==> src/rtl/matrix_scanner_if.sv <==
// matrix_scanner_if: frame buffer, key lines and scan outputs of the LED/key matrix scanner.
interface matrix_scanner_if #(
    parameter int NUM_COLUMNS = 4,
    parameter int ROW_WIDTH   = 8,
    parameter int KEY_WIDTH   = 4
);
    logic [NUM_COLUMNS*ROW_WIDTH-1:0] led_data;
    logic [KEY_WIDTH-1:0]             pin_k;
    logic [ROW_WIDTH-1:0]             leds;
    logic [NUM_COLUMNS-1:0]           column;
    logic [NUM_COLUMNS*KEY_WIDTH-1:0] key_state;
    logic                             key_changed;
    logic                             frame_start;

    modport master (
        output led_data, pin_k,
        input  leds, column, key_state, key_changed, frame_start
    );

    modport slave (
        input  led_data, pin_k,
        output leds, column, key_state, key_changed, frame_start
    );
endinterface

==> src/rtl/matrix_scanner.sv <==
// matrix_scanner: time-multiplexed LED/key matrix scanner with per-key debounce.
// Define MATRIX_SCAN_BLANK_EN to insert a dark BLANK phase before every column.
module matrix_scanner #(
    parameter int NUM_COLUMNS    = 4,
    parameter int ROW_WIDTH      = 8,
    parameter int KEY_WIDTH      = 4,
    parameter int DWELL_CYCLES   = 1200,
    parameter int BLANK_CYCLES   = 16,
    parameter int DEBOUNCE_SCANS = 4
) (
    input logic              raw_clk,
    input logic              button_reset,
    matrix_scanner_if.slave  bus
);
`ifdef MATRIX_SCAN_BLANK_EN
    localparam bit BLANK_EN = 1'b1;
`else
    localparam bit BLANK_EN = 1'b0;
`endif
    localparam int NK = NUM_COLUMNS * KEY_WIDTH;
    localparam int CW = NUM_COLUMNS > 1 ? $clog2(NUM_COLUMNS) : 1;
    localparam int TW = $clog2((DWELL_CYCLES > BLANK_CYCLES ? DWELL_CYCLES : BLANK_CYCLES) + 1);
    localparam int DW = $clog2(DEBOUNCE_SCANS + 1);
    localparam logic [0:0] BLANK = 1'b0;
    localparam logic [0:0] DRIVE = 1'b1;
    localparam logic [CW-1:0] COL_LAST   = CW'(NUM_COLUMNS - 1);
    localparam logic [TW-1:0] DWELL_LAST = TW'(DWELL_CYCLES - 1);
    localparam logic [TW-1:0] BLANK_LAST = TW'(BLANK_CYCLES - 1);
    localparam logic [DW-1:0] DB_LAST    = DW'(DEBOUNCE_SCANS - 1);

    logic [KEY_WIDTH-1:0]   k_meta, k_sync;
    logic [0:0]             state;
    logic                   live;
    logic [CW-1:0]          col_idx, col_nxt;
    logic [TW-1:0]          cnt;
    logic [NK-1:0][DW-1:0]  db_cnt, db_nxt;
    logic [NK-1:0]          key_nxt;
    logic                   sample;

    assign col_nxt = col_idx == COL_LAST ? '0 : col_idx + 1'b1;
    assign sample  = live && state == DRIVE && cnt == DWELL_LAST;

    // Only the keys of the column being sampled advance; a disagreeing sample counts up, agreement clears.
    always_comb begin
        key_nxt = bus.key_state;
        db_nxt  = db_cnt;
        for (int i = 0; i < NK; i++) begin
            if (sample && i / KEY_WIDTH == int'(col_idx)) begin
                db_nxt[i]  = (k_sync[i % KEY_WIDTH] == bus.key_state[i] || db_cnt[i] == DB_LAST) ? '0 : db_cnt[i] + 1'b1;
                key_nxt[i] = (k_sync[i % KEY_WIDTH] != bus.key_state[i] && db_cnt[i] == DB_LAST) ? ~bus.key_state[i] : bus.key_state[i];
            end
        end
    end

    always_ff @(posedge raw_clk or negedge button_reset) begin
        if (!button_reset) begin
            k_meta          <= '0;
            k_sync          <= '0;
            state           <= BLANK_EN ? BLANK : DRIVE;
            live            <= 1'b0;
            col_idx         <= '0;
            cnt             <= '0;
            db_cnt          <= '0;
            bus.leds        <= '0;
            bus.column      <= '0;
            bus.key_state   <= '0;
            bus.key_changed <= 1'b0;
            bus.frame_start <= 1'b0;
        end else begin
            k_meta          <= bus.pin_k;
            k_sync          <= k_meta;
            live            <= 1'b1;
            db_cnt          <= db_nxt;
            bus.key_state   <= key_nxt;
            bus.key_changed <= key_nxt != bus.key_state;
            bus.frame_start <= 1'b0;
            // Without blanking the first cycle out of reset is spent latching column 0.
            if (state == DRIVE && !live) begin
                bus.column      <= NUM_COLUMNS'(1) << col_idx;
                bus.leds        <= bus.led_data[col_idx*ROW_WIDTH +: ROW_WIDTH];
                bus.frame_start <= col_idx == '0;
            end else if (state == DRIVE) begin
                if (cnt != DWELL_LAST) begin
                    cnt <= cnt + 1'b1;
                end else begin
                    cnt             <= '0;
                    col_idx         <= col_nxt;
                    state           <= BLANK_EN ? BLANK : DRIVE;
                    bus.column      <= BLANK_EN ? '0 : NUM_COLUMNS'(1) << col_nxt;
                    bus.leds        <= BLANK_EN ? '0 : bus.led_data[col_nxt*ROW_WIDTH +: ROW_WIDTH];
                    bus.frame_start <= !BLANK_EN && col_nxt == '0;
                end
            end else if (cnt != BLANK_LAST) begin
                cnt <= cnt + 1'b1;
            end else begin
                cnt             <= '0;
                state           <= DRIVE;
                bus.column      <= NUM_COLUMNS'(1) << col_idx;
                bus.leds        <= bus.led_data[col_idx*ROW_WIDTH +: ROW_WIDTH];
                bus.frame_start <= col_idx == '0;
            end
        end
    end
endmodule

==> src/flat_wrapper.sv <==
// flat-port wrapper written by rule: the top's interface ports become plain ports
module matrix_scanner_flat 
#(
    parameter int NUM_COLUMNS    = 4,
    parameter int ROW_WIDTH      = 8,
    parameter int KEY_WIDTH      = 4,
    parameter int DWELL_CYCLES   = 1200,
    parameter int BLANK_CYCLES   = 16,
    parameter int DEBOUNCE_SCANS = 4
)
  (raw_clk, button_reset, bus_led_data, bus_pin_k, bus_leds, bus_column, bus_key_state, bus_key_changed, bus_frame_start);
  matrix_scanner_if #(.NUM_COLUMNS(NUM_COLUMNS), .ROW_WIDTH(ROW_WIDTH), .KEY_WIDTH(KEY_WIDTH)) bus_i ();
  input logic raw_clk;
  input logic button_reset;
  input wire logic [$bits(bus_i.led_data)-1:0] bus_led_data;
  input wire logic [$bits(bus_i.pin_k)-1:0] bus_pin_k;
  output wire logic [$bits(bus_i.leds)-1:0] bus_leds;
  output wire logic [$bits(bus_i.column)-1:0] bus_column;
  output wire logic [$bits(bus_i.key_state)-1:0] bus_key_state;
  output wire logic [$bits(bus_i.key_changed)-1:0] bus_key_changed;
  output wire logic [$bits(bus_i.frame_start)-1:0] bus_frame_start;
  assign bus_i.led_data = bus_led_data;
  assign bus_i.pin_k = bus_pin_k;
  assign bus_leds = bus_i.leds;
  assign bus_column = bus_i.column;
  assign bus_key_state = bus_i.key_state;
  assign bus_key_changed = bus_i.key_changed;
  assign bus_frame_start = bus_i.frame_start;
  matrix_scanner #(.NUM_COLUMNS(NUM_COLUMNS), .ROW_WIDTH(ROW_WIDTH), .KEY_WIDTH(KEY_WIDTH), .DWELL_CYCLES(DWELL_CYCLES), .BLANK_CYCLES(BLANK_CYCLES), .DEBOUNCE_SCANS(DEBOUNCE_SCANS)) u_core (.raw_clk(raw_clk), .button_reset(button_reset), .bus(bus_i));
endmodule
==> config.mk <==
export PLATFORM = sky130hd
export DESIGN_NAME = matrix_scanner_flat
export DESIGN_NICKNAME = d
export VERILOG_FILES = /design/src/rtl/matrix_scanner_if.sv /design/src/rtl/matrix_scanner.sv /design/src/flat_wrapper.sv
export SDC_FILE = /design/constraint.sdc
export NUM_CORES = 1
export LEC_CHECK = 0
export ABC_AREA = 1
export BUFFER_PORTS_ARGS = -buffer_cell sky130_fd_sc_hd__buf_4
export CAP_MARGIN = 20
export CORE_MARGIN = 2
export CORE_UTILIZATION = 55
export DETAILED_ROUTE_END_ITERATION = 8
export GPL_ROUTABILITY_DRIVEN = 0
export HOLD_SLACK_MARGIN = 0.02
export PLACE_DENSITY = 0.82
export REMOVE_ABC_BUFFERS = 1
export SYNTH_ARGS = -nofsm -noshare
export SYNTH_HDL_FRONTEND = slang
export SYNTH_SLANG_ARGS = --single-unit
==> constraint.sdc <==
create_clock -name raw_clk -period 3.8 [get_ports raw_clk]
set_input_delay 0.76 -clock raw_clk [delete_from_list [all_inputs] [get_ports raw_clk]]
set_output_delay 0.76 -clock raw_clk [all_outputs]
set_load 0.05 [all_outputs]
* Yosys cells after proc, flatten, opt, wreduce, memory -nomap -nowiden
Index checks and enable logic that the tools add are counted.
Word-level totals: ROM bits 0, output and inout port bits 30, memories 0, flip-flop bits (word level) 101, RAM bits 0, latch bits 0, bits of input ports 38
Operators by class: div/mod/pow operators 0, shift operators 4, multiplexer cells 66, equal/unequal tests 58, multiply operators 0, reduce and logical (&&, ||, !) cells 45, bitwise gates (word level) 18, add/sub/neg operators 18, magnitude comparators 0
Operator list (number):
- $shiftx 32x6->8 | 2
- $add 3x1->3 const B | 16
- $eq 3x2->1 const B | 16
- $mux 3 | 16
- $mux 1 | 38
- $mux 11 | 3
- $mux 8 | 4
- $logic_and 1x1->1 | 23
- $not 1->1 | 18
- $eq 1x1->1 | 16
- $logic_or 1x1->1 | 16
- $mux 4 | 4
- $ne 1x1->1 | 16
- $ne 16x16->1 | 1
- $add 11x1->11 const B | 1
- $eq 11x11->1 const B | 1
- $ne 11x11->1 const B | 1
- $ne 11x4->1 const B | 1
- $shl 1x2->4 const A | 2
- $logic_not 2->1 | 3
- $eq 2x2->1 const A | 2
- $ne 3x1->1 const B | 1
- $ne 3x3->1 const B | 1
- $reduce_and 3->1 | 1
- 6 further kinds | 6

* Logic depth before layout (Yosys ltp)
word-level depth 6, gate-level depth with buffers 12, depth with buffers taken out 10

* Least setup slack after synthesis
Ideal clock, no wire load.
path kind register to register, from reg u_core.col_idx[0], to reg u_core.bus.leds[2], clock period less this slack 2.030 ns, path slack 1.770 ns, cell stages (with the launch flop) 12, arrival 1.912 ns, required time 3.682 ns, buffers on the path 2, setup time 0.118 ns, path through dfrtp_1 -> buf_2 -> clkinv_1 -> ha_1 -> clkbuf_1 -> inv_1 -> a21oi_1 -> a21oi_1 -> nand2_1 -> nand2_1 -> nand2_1 -> nand2_1
On the way: cells in the longest elaborated chain, start to end 6, elaborated cells between the ends (all ways) 9, classes of those cells add/sub: 1; eq/ne: 1; shift: 2; mux: 5
Ends and longest elaborated chain:
- start: declaration | line matrix_scanner.sv:34 | logic [CW-1:0] col_idx, col_nxt;
- start signal: assignment | line matrix_scanner.sv:87 | col_idx <= col_nxt;
- $add 2x1->2 / $eq 2x2->1 (equally long branches) | line matrix_scanner.sv:40 | assign col_nxt = col_idx == COL_LAST ? '0 : col_idx + 1'b1;
- $mux 2 * | line matrix_scanner.sv:40
- net u_core.col_nxt[1] | line matrix_scanner.sv:34
- $shiftx 32x6->8 * | line matrix_scanner.sv:90 | bus.leds <= BLANK_EN ? '0 : bus.led_data[col_nxt*ROW_WIDTH +: ROW_WIDTH];
- $mux 8 * | line matrix_scanner.sv:83 | if (cnt != DWELL_LAST) begin
- $mux 8 * | line matrix_scanner.sv:82 | end else if (state == DRIVE) begin
- $mux 8 * | line matrix_scanner.sv:78 | if (state == DRIVE && !live) begin
- end signal: assignment | line matrix_scanner.sv:80 | bus.leds <= bus.led_data[col_idx*ROW_WIDTH +: ROW_WIDTH];
- end signal: assignment | line matrix_scanner.sv:90
- end signal: assignment | line matrix_scanner.sv:99 | bus.leds <= bus.led_data[col_idx*ROW_WIDTH +: ROW_WIDTH];
- end: declaration | line matrix_scanner_if.sv:22 | output leds, column, key_state, key_changed, frame_start
The timed path passes the listed nets; every way through them passes the cells marked *. The select of a mux whose other input is x is not followed. A chain may end at the register's enable or synchronous reset.

* Final worst setup path
Same ends and word-level chain as after synthesis.

==> out/metrics.csv <==
stage,metric,value,unit
outcome,status,finished clean,
placement,placed_area,0.00672,mm2
route,drt_iter0_markers,390,
yosys,synth-compound-area-share,7.01,%
yosys,seq_area_frac_synth,41.2,%
critical_path,crit_top_cell,nand2_1,
sta,fin_skew,0.00896,ns
critical_path,cp-startpoint,u_core.col_idx[0]$_DFFE_PN0P_,
critical_path,cp_max_fo,30,
yosys,yosysMostFrequentCell,nand2_1,
yosys,synth_top_family_by_area,simple AND/OR/NAND/NOR gates,
critical_path,r2r-start,u_core.col_idx[0]$_DFFE_PN0P_,
route,drc,0,
yosys,netlist_area,0.00614,mm2
critical_path,cp_num_buf_inv,3,
route,vias,5451,
yosys,synth_common_cells,"nand2_1 (286), inv_1 (128), dfrtp_1 (100), nand3_1 (87), nor2_1 (49)",
grt,grt_pass1_wl,22.9,mm
sta,finalCriticalPeriod,2.50,ns
clock_tree,cts_setup_buffers,0,
route,dr.pass1.iters,5,
floorplan,placementRows,38,
pwr,p_per_area,313,mW/mm2
critical_path,critPathArrivalTime,2.77,ns
floorplan,die_h,110,um
yosys,synthFlopType,dfrtp_1,
sta,hold_violations,0,
sta,fmax,400,MHz
grt,grt_pass1_vias,4963,
floorplan,initial_core_util,56.4,%
floorplan,io_pins,68,
critical_path,crit_type,register to register,
cells_and_area,final_nets,985,
floorplan,die_x,110,um
clock_tree,numClockSinks,101,
worst_hold_path,worstHoldStart,u_core.k_meta[0]$_DFF_PN0_,
cells_and_area,n_antenna_cell,0,
cells_and_area,regArea,0.00253,mm2
yosys,yosysUniqueCellTypes,35,
critical_path,end_kind,register,
cells_and_area,drive_above_1_share,11.9,%
floorplan,coreArea,0.0109,mm2
yosys,ys_async_sr_fraction,100,%
clock_tree,clock-root-buffer,clkbuf_8,
cells_and_area,fillers,991,
route,totalWireLength,13.5,mm
critical_path,path_cells,"buf_4, clkinv_1, ha_1, inv_1, a21oi_1, a21oi_1, nand2_1, nand2_1, nand2_1, nand2_1",
sta,maxSlewViolCount,0,
yosys,yosys.area_share.adder,7.95,%
placement,io_buffers,67,
clock_tree,cts_tree,built,
sta,final.setup.tns,0,ns
yosys,synthCells,849,
yosys,ys_warn_count,0,
yosys,synth_seq_cells,101,
grt,grt_overflow,0,
cells_and_area,stdcell_count,1053,
clock_tree,ctsHoldBuffers,0,
route,avgViaCountPerCell,5.18,
critical_path,cp_data_required_time,4.07,ns
cells_and_area,final_area,0.00692,mm2
sta,post-route-period-util,65.7,%
clock_tree,clk_latency,0.38,ns
sta,rsz0062_at_grt,no,
critical_path,crit_path_start_kind,register,
critical_path,cpMaxStageDelayCell,ha_1,
clock_tree,cts_buffer_depth,2,
floorplan,design.die.area,0.0120,mm2
clock_tree,htreeDepth,3,
sta,setup_violations,0,
grt,antenna_found_initial,0,
yosys,synth.area.top_cells,"dfrtp_1 (41%), nand2_1 (17%), ha_1 (7.9%)",
route,wl_per_cell,12.9,um
pwr,power.leakage,0.00382,uW
placement,dp_hpwl,9.66,mm
cells_and_area,area_growth,12.7,%
yosys,yosys-mux-area-fraction,0,%
clock_tree,numCtsBuffers,9,
pwr,ir_drop,192,uV
yosys,synth_edf_count,0,
sta,worst_pin_slew,0.748,ns
run,drv_cap,0,
grt,grt_max_degree,55,
cells_and_area,multi_input_comb_area,0.00298,mm2
sta,max-slew-margin-rel,50.1,%
clock_tree,cts_resized,0,
yosys,synth_simple_gate_area_share,33.0,%
yosys,synth_top_cell_by_area,dfrtp_1,
worst_hold_path,hold_class,register to register,
yosys,avgSynthCellArea,7.23,um2
placement,placedCellCount,1037,
yosys,synth_top_cell_area_share,40.8,%
route,ant_nets,0,
yosys,synthXorXnorAreaFrac,0.571,%
clock_tree,cts.clk_slew.worst_paths,0.10,ns
grt,track_usage,24.1,%
critical_path,max_stage_delay,0.64,ns
critical_path,critical-path-top-delay-family,buffers and inverters,
[cell families after synthesis]
family / Yosys count
simple gates: 465
buf+inv: 155
flops: 101
compound gates: 84
fa+ha+maj: 39
xor+xnor: 4
other cells: 1
[cell type report]
class	instances	area share, %
repair buffers	71	7.71
clock inverters	6	1.05
inverters	132	7.18
clock buffers	10	1.85
flip-flops and latches	101	36.6
multi-input cells	593	43.1
well taps	140	2.53
[cells in the final DEF (no fill, tap or decap)]
master      Yosys  layout
nand2_2         6       6
nor3_1          5       5
o21ai_0        42      42
nand2_1       286     286
nor3_2          1       1
conb_1          1       1
clkinv_2        1       1
clkbuf_1        5       1
nand3_4         2       2
inv_2           2       2
inv_1         128     128
nor2_4          1       1
dfstp_2         1       1
nor2_2          4       4
nand3_2         2       2
nor2_1         49      49
o211ai_1        4       4
nand2_4         1       1
nand3b_1        2       2
clkinv_1        1       1
o21ai_1        22      22
clkbuf_8        0       9
buf_4           1      71
a21oi_1        16      16
ha_1           39      39
clkinv_4        0       1
bufinv_16       0       1
nor2_8          1       1
xor2_1          2       2
xnor2_1         2       2
inv_8           0       1
nor4_1          1       1
nand3_1        87      87
nor3_4          1       1
dfrtp_1       100     100
nand4_1        16      16
clkinvlp_4      0       3
[registers in the layout, indices dropped and copies added (netlist names)]
signal,cells
u_core.bus.key_state,16
u_core.live,1
u_core.db_cnt,48
u_core.cnt,11
u_core.k_meta,4
u_core.k_sync,4
u_core.bus.frame_start,1
u_core.state,1
u_core.bus.key_changed,1
u_core.bus.leds,8
u_core.bus.column,4
u_core.col_idx,2
[where the power goes]
group / switching [uW] / internal [uW]
Combinational: 189 / 103
Clock: 397 / 311
Sequential: 47.9 / 1120
Total: 634 / 1530
[worst paths after layout]
kind / depth (start not counted) / endpoint / slack [ns]
setup / recovery: 10 / u_core.bus.leds[2]$_DFFE_PN0P_ / 1.30
hold / removal: 0 / u_core.k_sync[0]$_DFF_PN0_ / 0.36
setup reg to reg: 10 / u_core.bus.leds[2]$_DFFE_PN0P_ / 1.30
hold reg to reg: 0 / u_core.k_sync[0]$_DFF_PN0_ / 0.36
max in group asynchronous: 2 / u_core.bus.column[1]$_DFFE_PN0P_ / 2.61
min in group asynchronous: 1 / u_core.k_meta[0]$_DFF_PN0_ / 0.41
[metrics by stage]
step	setup slack (ns)	hold WS, ns	total power [uW]	util (%)
after CTS	1.32	0.361	2180	63.5
after global placement	1.39	0.332	1470	61.7
after floorplan	1.48	0.331	1360	-
after global routing	1.05	0.371	2270	63.5
final	1.30	0.360	2160	63.5
after detailed placement	1.34	0.336	1480	61.7
[layer usage]
metal / global-route usage [%] / up-vias / share of wire (%)
met5: 0 / - / 0
met2: 38.6 / 134 / 47
met3: 3.62 / 23 / 4.0
met4: 7.14 / 0 / 1.8
li1: - / 2792 / -
met1: 34.0 / 2502 / 47
No activity file was read; power rests on OpenSTA's default activity.
